===== src/rtl/muldiv_pkg.sv =====
// ----------------------------------------------------------------------------
// muldiv_pkg
// Shared types and constants for the iterative M-extension sequencer and the
// EX-stage alu it borrows.
//   alu_op_e   : 4-bit alu operation encoding (shared with alu)
//   m_funct3_e : RISC-V M-extension funct3 encodings
//   state_e    : sequencer FSM states
//   MUL_LAT / DIV_LAT : accept-to-response latencies in cycles
// ----------------------------------------------------------------------------
package muldiv_pkg;

    typedef enum logic [3:0] {
        ALU_AND  = 4'b0000,
        ALU_OR   = 4'b0001,
        ALU_ADD  = 4'b0010,
        ALU_XOR  = 4'b0011,
        ALU_SUB  = 4'b0110,
        ALU_SLL  = 4'b0111,
        ALU_SRL  = 4'b1000,
        ALU_SLT  = 4'b1001,
        ALU_SLTU = 4'b1010,
        ALU_SRA  = 4'b1011
    } alu_op_e;

    typedef enum logic [2:0] {
        F3_MUL    = 3'b000,
        F3_MULH   = 3'b001,
        F3_MULHSU = 3'b010,
        F3_MULHU  = 3'b011,
        F3_DIV    = 3'b100,
        F3_DIVU   = 3'b101,
        F3_REM    = 3'b110,
        F3_REMU   = 3'b111
    } m_funct3_e;

    typedef enum logic [2:0] {
        IDLE     = 3'd0,
        MUL_STEP = 3'd1,
        NEG_A    = 3'd2,
        NEG_B    = 3'd3,
        DIV_CMP  = 3'd4,
        DIV_SUB  = 3'd5,
        FIX      = 3'd6,
        DONE     = 3'd7
    } state_e;

    localparam int MUL_LAT = 33;
    localparam int DIV_LAT = 68;

endpackage


===== src/rtl/muldiv_seq.sv =====
// ----------------------------------------------------------------------------
// muldiv_seq
// Iterative MUL/DIV/DIVU/REM/REMU sequencer that owns the operand inputs of
// the EX-stage alu. Idle: pipeline operands pass straight through. Busy: it
// drives ADD/SUB/SLTU itself to run shift-add multiply or restoring divide,
// and holds the pipeline with o_stall.
// Ports:
//   i_clk, i_rst_n             : clock, asynchronous active-low reset
//   i_req_valid / o_req_ready  : request handshake (ready only in IDLE)
//   i_req_funct3, i_req_a/b    : M-op funct3 and rs1/rs2 values
//   o_resp_valid               : one-cycle completion pulse
//   o_resp_data, o_resp_err    : result (held), unsupported-funct3 flag
//   o_stall                    : pipeline hold
//   i_ex_alu_op/a/b            : pipeline alu request
//   o_alu_op/a/b, i_alu_result : connection to the shared alu
// ----------------------------------------------------------------------------
module muldiv_seq
    import muldiv_pkg::*;
#(
    parameter int XLEN = 32
) (
    input  logic            i_clk,
    input  logic            i_rst_n,
    input  logic            i_req_valid,
    output logic            o_req_ready,
    input  logic [2:0]      i_req_funct3,
    input  logic [XLEN-1:0] i_req_a,
    input  logic [XLEN-1:0] i_req_b,
    output logic            o_resp_valid,
    output logic [XLEN-1:0] o_resp_data,
    output logic            o_resp_err,
    output logic            o_stall,
    input  logic [3:0]      i_ex_alu_op,
    input  logic [XLEN-1:0] i_ex_alu_a,
    input  logic [XLEN-1:0] i_ex_alu_b,
    output logic [3:0]      o_alu_op,
    output logic [XLEN-1:0] o_alu_a,
    output logic [XLEN-1:0] o_alu_b,
    input  logic [XLEN-1:0] i_alu_result
);

    state_e          r_state;
    state_e          w_next_state;

    // r_opa: multiplicand for MUL, dividend then quotient for DIV/REM.
    // r_opb: multiplier for MUL, divisor magnitude for DIV/REM.
    logic [XLEN-1:0] r_opa;
    logic [XLEN-1:0] r_opb;
    logic [XLEN-1:0] r_acc;
    logic [XLEN-1:0] r_rem;
    logic [XLEN-1:0] r_resp_data;
    logic [4:0]      r_cnt;
    logic            r_carry;
    logic            r_lt;
    logic            r_sa;
    logic            r_sb;
    logic            r_is_rem;
    logic            r_err;

    logic            w_accept;
    logic            w_signed_op;
    logic            w_unsupported;
    logic            w_take_sub;
    logic [XLEN-1:0] w_rem_shift;
    logic [XLEN-1:0] w_quo_fix;
    logic [XLEN-1:0] w_rem_fix;
    logic [3:0]      w_alu_op;
    logic [XLEN-1:0] w_alu_a;
    logic [XLEN-1:0] w_alu_b;

    assign w_accept      = i_req_valid && (r_state == IDLE);
    // DIV (100) and REM (110) are the signed ops.
    assign w_signed_op   = i_req_funct3[2] & ~i_req_funct3[0];
    // funct3 001/010/011 (high-word multiplies) get an error response.
    assign w_unsupported = ~i_req_funct3[2] & (i_req_funct3[1] | i_req_funct3[0]);

    // Each divide pair starts by shifting {carry, R, Q} left by one; the SLTU
    // in DIV_CMP already sees the shifted remainder.
    assign w_rem_shift   = {r_rem[XLEN-2:0], r_opa[XLEN-1]};
    // A carry out of R means the true remainder exceeds 2^32 > D, so the
    // subtraction must happen regardless of the SLTU outcome.
    assign w_take_sub    = r_carry || !r_lt;

    // Sign restoration after the magnitude divide; divide-by-zero keeps the
    // all-ones quotient untouched.
    assign w_quo_fix = ((r_sa ^ r_sb) && (r_opb != '0)) ? (~r_opa + XLEN'(1)) : r_opa;
    assign w_rem_fix = r_sa ? (~r_rem + XLEN'(1)) : r_rem;

    assign o_req_ready  = (r_state == IDLE);
    assign o_resp_valid = (r_state == DONE);
    assign o_resp_err   = (r_state == DONE) && r_err;
    assign o_resp_data  = r_resp_data;
    assign o_stall      = (r_state != IDLE) || i_req_valid;
    assign o_alu_op     = w_alu_op;
    assign o_alu_a      = w_alu_a;
    assign o_alu_b      = w_alu_b;

    // State register; reset aborts any operation in flight.
    always_ff @(posedge i_clk or negedge i_rst_n) begin
        if (!i_rst_n) begin
            r_state <= IDLE;
        end else begin
            r_state <= w_next_state;
        end
    end

    // Next-state decode plus ownership of the alu operands. Idle passes the
    // pipeline request through; every busy state drives the alu itself.
    always_comb begin
        w_next_state = r_state;
        w_alu_op     = ALU_ADD;
        w_alu_a      = '0;
        w_alu_b      = '0;
        case (r_state)
            IDLE: begin
                w_alu_op = i_ex_alu_op;
                w_alu_a  = i_ex_alu_a;
                w_alu_b  = i_ex_alu_b;
                if (i_req_valid) begin
                    if (i_req_funct3 == F3_MUL) begin
                        w_next_state = MUL_STEP;
                    end else if (i_req_funct3[2]) begin
                        w_next_state = NEG_A;
                    end else begin
                        w_next_state = DONE;
                    end
                end
            end
            MUL_STEP: begin
                w_alu_op = ALU_ADD;
                w_alu_a  = r_acc;
                w_alu_b  = r_opa;
                if (r_cnt == 5'd31) begin
                    w_next_state = DONE;
                end
            end
            NEG_A: begin
                w_alu_op     = ALU_SUB;
                w_alu_b      = r_opa;
                w_next_state = NEG_B;
            end
            NEG_B: begin
                w_alu_op     = ALU_SUB;
                w_alu_b      = r_opb;
                w_next_state = DIV_CMP;
            end
            DIV_CMP: begin
                w_alu_op     = ALU_SLTU;
                w_alu_a      = w_rem_shift;
                w_alu_b      = r_opb;
                w_next_state = DIV_SUB;
            end
            DIV_SUB: begin
                w_alu_op = ALU_SUB;
                w_alu_a  = r_rem;
                w_alu_b  = r_opb;
                if (r_cnt == 5'd31) begin
                    w_next_state = FIX;
                end else begin
                    w_next_state = DIV_CMP;
                end
            end
            FIX: begin
                w_next_state = DONE;
            end
            DONE: begin
                w_next_state = IDLE;
            end
            default: begin
                w_next_state = IDLE;
            end
        endcase
    end

    // Datapath registers. Results are loaded into r_resp_data on the edge
    // that enters DONE so they are visible during the response pulse and
    // stay there until a later operation overwrites them.
    always_ff @(posedge i_clk or negedge i_rst_n) begin
        if (!i_rst_n) begin
            r_opa       <= '0;
            r_opb       <= '0;
            r_acc       <= '0;
            r_rem       <= '0;
            r_resp_data <= '0;
            r_cnt       <= '0;
            r_carry     <= 1'b0;
            r_lt        <= 1'b0;
            r_sa        <= 1'b0;
            r_sb        <= 1'b0;
            r_is_rem    <= 1'b0;
            r_err       <= 1'b0;
        end else begin
            case (r_state)
                IDLE: begin
                    if (w_accept) begin
                        r_opa    <= i_req_a;
                        r_opb    <= i_req_b;
                        r_acc    <= '0;
                        r_rem    <= '0;
                        r_cnt    <= '0;
                        r_carry  <= 1'b0;
                        r_lt     <= 1'b0;
                        r_sa     <= w_signed_op & i_req_a[XLEN-1];
                        r_sb     <= w_signed_op & i_req_b[XLEN-1];
                        r_is_rem <= i_req_funct3[1];
                        r_err    <= w_unsupported;
                        if (w_unsupported) begin
                            r_resp_data <= '0;
                        end
                    end
                end
                MUL_STEP: begin
                    if (r_opb[0]) begin
                        r_acc <= i_alu_result;
                    end
                    r_opa <= r_opa << 1;
                    r_opb <= r_opb >> 1;
                    r_cnt <= r_cnt + 5'd1;
                    if (r_cnt == 5'd31) begin
                        r_resp_data <= r_opb[0] ? i_alu_result : r_acc;
                    end
                end
                NEG_A: begin
                    if (r_sa) begin
                        r_opa <= i_alu_result;
                    end
                end
                NEG_B: begin
                    if (r_sb) begin
                        r_opb <= i_alu_result;
                    end
                end
                DIV_CMP: begin
                    r_carry <= r_rem[XLEN-1];
                    r_rem   <= w_rem_shift;
                    r_opa   <= {r_opa[XLEN-2:0], 1'b0};
                    r_lt    <= i_alu_result[0];
                end
                DIV_SUB: begin
                    if (w_take_sub) begin
                        r_rem    <= i_alu_result;
                        r_opa[0] <= 1'b1;
                    end
                    r_cnt <= r_cnt + 5'd1;
                end
                FIX: begin
                    r_resp_data <= r_is_rem ? w_rem_fix : w_quo_fix;
                end
                default: begin
                end
            endcase
        end
    end

endmodule


===== config.mk =====
export PLATFORM = sky130hd
export DESIGN_NAME = muldiv_seq
export DESIGN_NICKNAME = d
export VERILOG_FILES = /design/src/rtl/muldiv_pkg.sv /design/src/rtl/muldiv_seq.sv
export SDC_FILE = /design/constraint.sdc
export NUM_CORES = 1
export LEC_CHECK = 0
export BUFFER_PORTS_ARGS = -buffer_cell sky130_fd_sc_hd__buf_2
export CELL_PAD_IN_SITES_DETAIL_PLACEMENT = 0
export CELL_PAD_IN_SITES_GLOBAL_PLACEMENT = 1
export CORE_UTILIZATION = 42
export DETAILED_ROUTE_END_ITERATION = 10
export HOLD_SLACK_MARGIN = 0.08
export PLACE_DENSITY_LB_ADDON = 0.2
export SYNTH_ARGS = -nofsm -noshare
export SYNTH_HDL_FRONTEND = slang
export SYNTH_SLANG_ARGS = --single-unit

===== constraint.sdc =====
create_clock -name i_clk -period 3.1 [get_ports i_clk]
set_clock_uncertainty 0.1 [all_clocks]
set_input_delay 0.62 -clock i_clk [delete_from_list [all_inputs] [get_ports i_clk]]
set_output_delay 0.62 -clock i_clk [all_outputs]
set_load 0.01 [all_outputs]

==> results.sh <==
export IMPL_status="finished clean"
export IMPL_yosysMostFrequentCell="nor2_1"
export IMPL_netlist_area_mm2=0.01312
export IMPL_die_area_mm2=0.03195
export IMPL_n_antenna_cell=0
export IMPL_cts_root_buf="clkbuf_16"
export IMPL_multi_input_area_mm2=0.008085
export IMPL_syn_to_final_growth_pct=18.57
export IMPL_synthDistinctLibCells=60
export IMPL_drtIter0Drc=1165
export IMPL_netlist_instances=1561
export IMPL_routed_wl_met3_um=3221
export IMPL_vias=13210
export IMPL_chipHeight_um=178.7
export IMPL_period_needed_ps=2953
export IMPL_cts_inserted_buffers=17
export IMPL_slew_viol_final=0
export IMPL_clk_pin_slew_ps=70
export IMPL_nets=1921
export IMPL_portBuffers=273
export IMPL_dp_cells=2122
export IMPL_worstPathArrival_ps=2230
export IMPL_drt_drc_violations_left=0
export IMPL_worst_slew_pin_slew_ps=750.2
export IMPL_grt_pass1_wl_um=73100
export IMPL_grt_max_degree=65
export IMPL_synth_top_area_share=0.3319
export IMPL_cpPeakStageDelay_ps=660
export IMPL_yosysSeqAreaShare=0.3319
export IMPL_critPathMaxFanout=42
export IMPL_yosys_top_cells_count="nor2_1, dfrtp_1, a21oi_1"
export IMPL_synth_top_area_cell="dfrtp_1"
export IMPL_drive_above_1_share=0.2447
export IMPL_cap_violations=0
export IMPL_crit_required_ps=2380
export IMPL_cts_sinks=174
export IMPL_synth_top_cells_by_area="dfrtp_1, mux2i_1, a21oi_1"
export IMPL_hold_violations=0
export IMPL_top_layer="met5"
export IMPL_cts_tree="yes"
export IMPL_routedWlPerCell_um=22.59
export IMPL_grt_pass1_vias=12340
export IMPL_end_kind="output pin"
export IMPL_grt_overflow=0
export IMPL_clk_latency_ps=440
export IMPL_wl_met2_um=23350
export IMPL_io_pins=274
export IMPL_setup_viol=0
export IMPL_start_util=0.4277
export IMPL_fmax_mhz=338.7
export IMPL_rows=64
export IMPL_hold_ws_ps=315.0
export IMPL_fin_tns_setup_ps=0
export IMPL_synth_main_ff_cell="dfrtp_1"
export IMPL_gp_congestion=0.8951
export IMPL_avgSynthCellArea_um2=8.404
export IMPL_antenna_left=0
export IMPL_antenna_found_initial=1
export IMPL_seq_area_mm2=0.004367
export IMPL_p_per_area_mw_per_mm2=1195
export IMPL_dr_pass1_iters=6
export IMPL_htree_levels=4
export IMPL_fp_coreArea_mm2=0.03067
export IMPL_synth_async_sr_flop_share=1.000
export IMPL_num_fill_cells=3000
export IMPL_synth_net_count=1735
export IMPL_fp_dieW_um=178.7
export IMPL_worst_ir_drop_vdd_mv=0.5774
export IMPL_post_dp_hpwl_um=35630
export IMPL_synth_warning_count=0
export IMPL_p_leak_nw=6.927
export IMPL_met1_length_um=20180
export IMPL_synth_edf_count=0
export IMPL_rsz0062_at_grt="no"
export IMPL_start_kind="flip-flop"
export IMPL_viasPerCell=6.136
export IMPL_grtUsageTotal=0.3048
export IMPL_synth_seq_cells=174
export IMPL_clockBufferDepth=2
export IMPL_worst_path_buf_inv=2
export IMPL_cp_slowest_cell="dfrtp_4"
export IMPL_critPathTopFamily="flip-flops"
export IMPL_min_path_type="input port to flip-flop"
export IMPL_slew_headroom=0.4999
export IMPL_crit_type="flip-flop to output pin"
export IMPL_drt_total_wl_um=48630
export IMPL_period_share=0.9525
export IMPL_crit_chain="buf_12 > mux2i_1 > nor2_1 > a21oi_1 > o21ai_0 > buf_2"
export IMPL_fin_cells=2153
[cell usage in the layout, fill, tap and decap left out, types with 51 or more instances in the layout]
cell type  instances
nand2_1          109
a21oi_1          166
buf_2            272
dfrtp_1          170
nor2b_1           62
o21ai_0          105
nor2_1           194
a22o_1            59
buf_4             51
mux2i_1          131
[timing repair]
action                                  4_1_cts  5_1_grt
setup buffers                                 0        1
endpoints found under the hold margin         3        0
endpoints found under the setup margin        0       10
gates resized for setup                       0        1
hold buffers                                  1        0
[final cells by class]
class | instances | share of cell area
Sequential cell | 174 | 0.2807
Clock buffer | 19 | 0.02912
Tap cell | 396 | 0.03185
Multi-Input combinational cell | 1203 | 0.5198
Inverter | 12 | 0.002896
Clock inverter | 10 | 0.005228
Timing Repair Buffer | 339 | 0.1304
[final timing paths]
kind                       cells past startpoint                    from                     endpoint  slack (ps)
setup reg to reg                               9    r_opa[0]$_DFFE_PN0P_  o_resp_data[28]$_DFFE_PN0P_         290
setup / recovery                               6  r_state[0]$_DFFE_PN0P_                  o_alu_b[15]         150
hold / removal                                 2         i_req_funct3[2]            r_err$_DFFE_PN0P_         320
max in group asynchronous                      3                 i_rst_n        r_acc[16]$_DFFE_PN0P_        1390
hold reg to reg                                1     r_carry$_DFFE_PN0P_          r_carry$_DFFE_PN0P_         400
min in group asynchronous                      2                 i_rst_n        r_rem[10]$_DFFE_PN0P_         640
[metrics by stage]
stage                     total power, mW  instance area, µm²  worst slack (ps)    util
after global placement              16.22               15000             448.7  0.4889
final                               18.58               15550             147.2  0.5072
after detailed placement            16.41               15000             370.2  0.4889
after global routing                19.96               15550             20.13  0.5072
after floorplan                     12.53               13120             256.2       -
after CTS                           18.51               15540             49.27  0.5067
[sequential cells by signal, summed over array words and instances (netlist names)]
register,count
r_sb,1
r_opa,32
r_carry,1
r_sa,1
r_cnt,5
r_acc,32
r_opb,32
r_state,3
r_is_rem,1
r_err,1
o_resp_data,32
r_lt,1
r_rem,32
[where the power goes]
group          internal [mW]  switching, mW  total, mW
Sequential              3.34           1.75       5.09
Combinational           5.17           6.26       11.4
Clock                   1.07          0.992       2.06
Total                   9.58           9.00       18.6
[cells by family after synthesis]
family          share of synthesized area
compound gates                     0.2491
simple gates                       0.1654
buf+inv                           0.05408
flops                              0.3319
mux                                0.1583
xor+xnor                          0.03739
fa+ha+maj                        0.003815
[metal layers]
metal	up-vias	global-route usage
li1	6076	-
met1	6471	0.4015
met2	583	0.5003
met3	78	0.04304
met4	2	0.1282
met5	-	0
No activity file was read; power rests on OpenSTA's default activity.
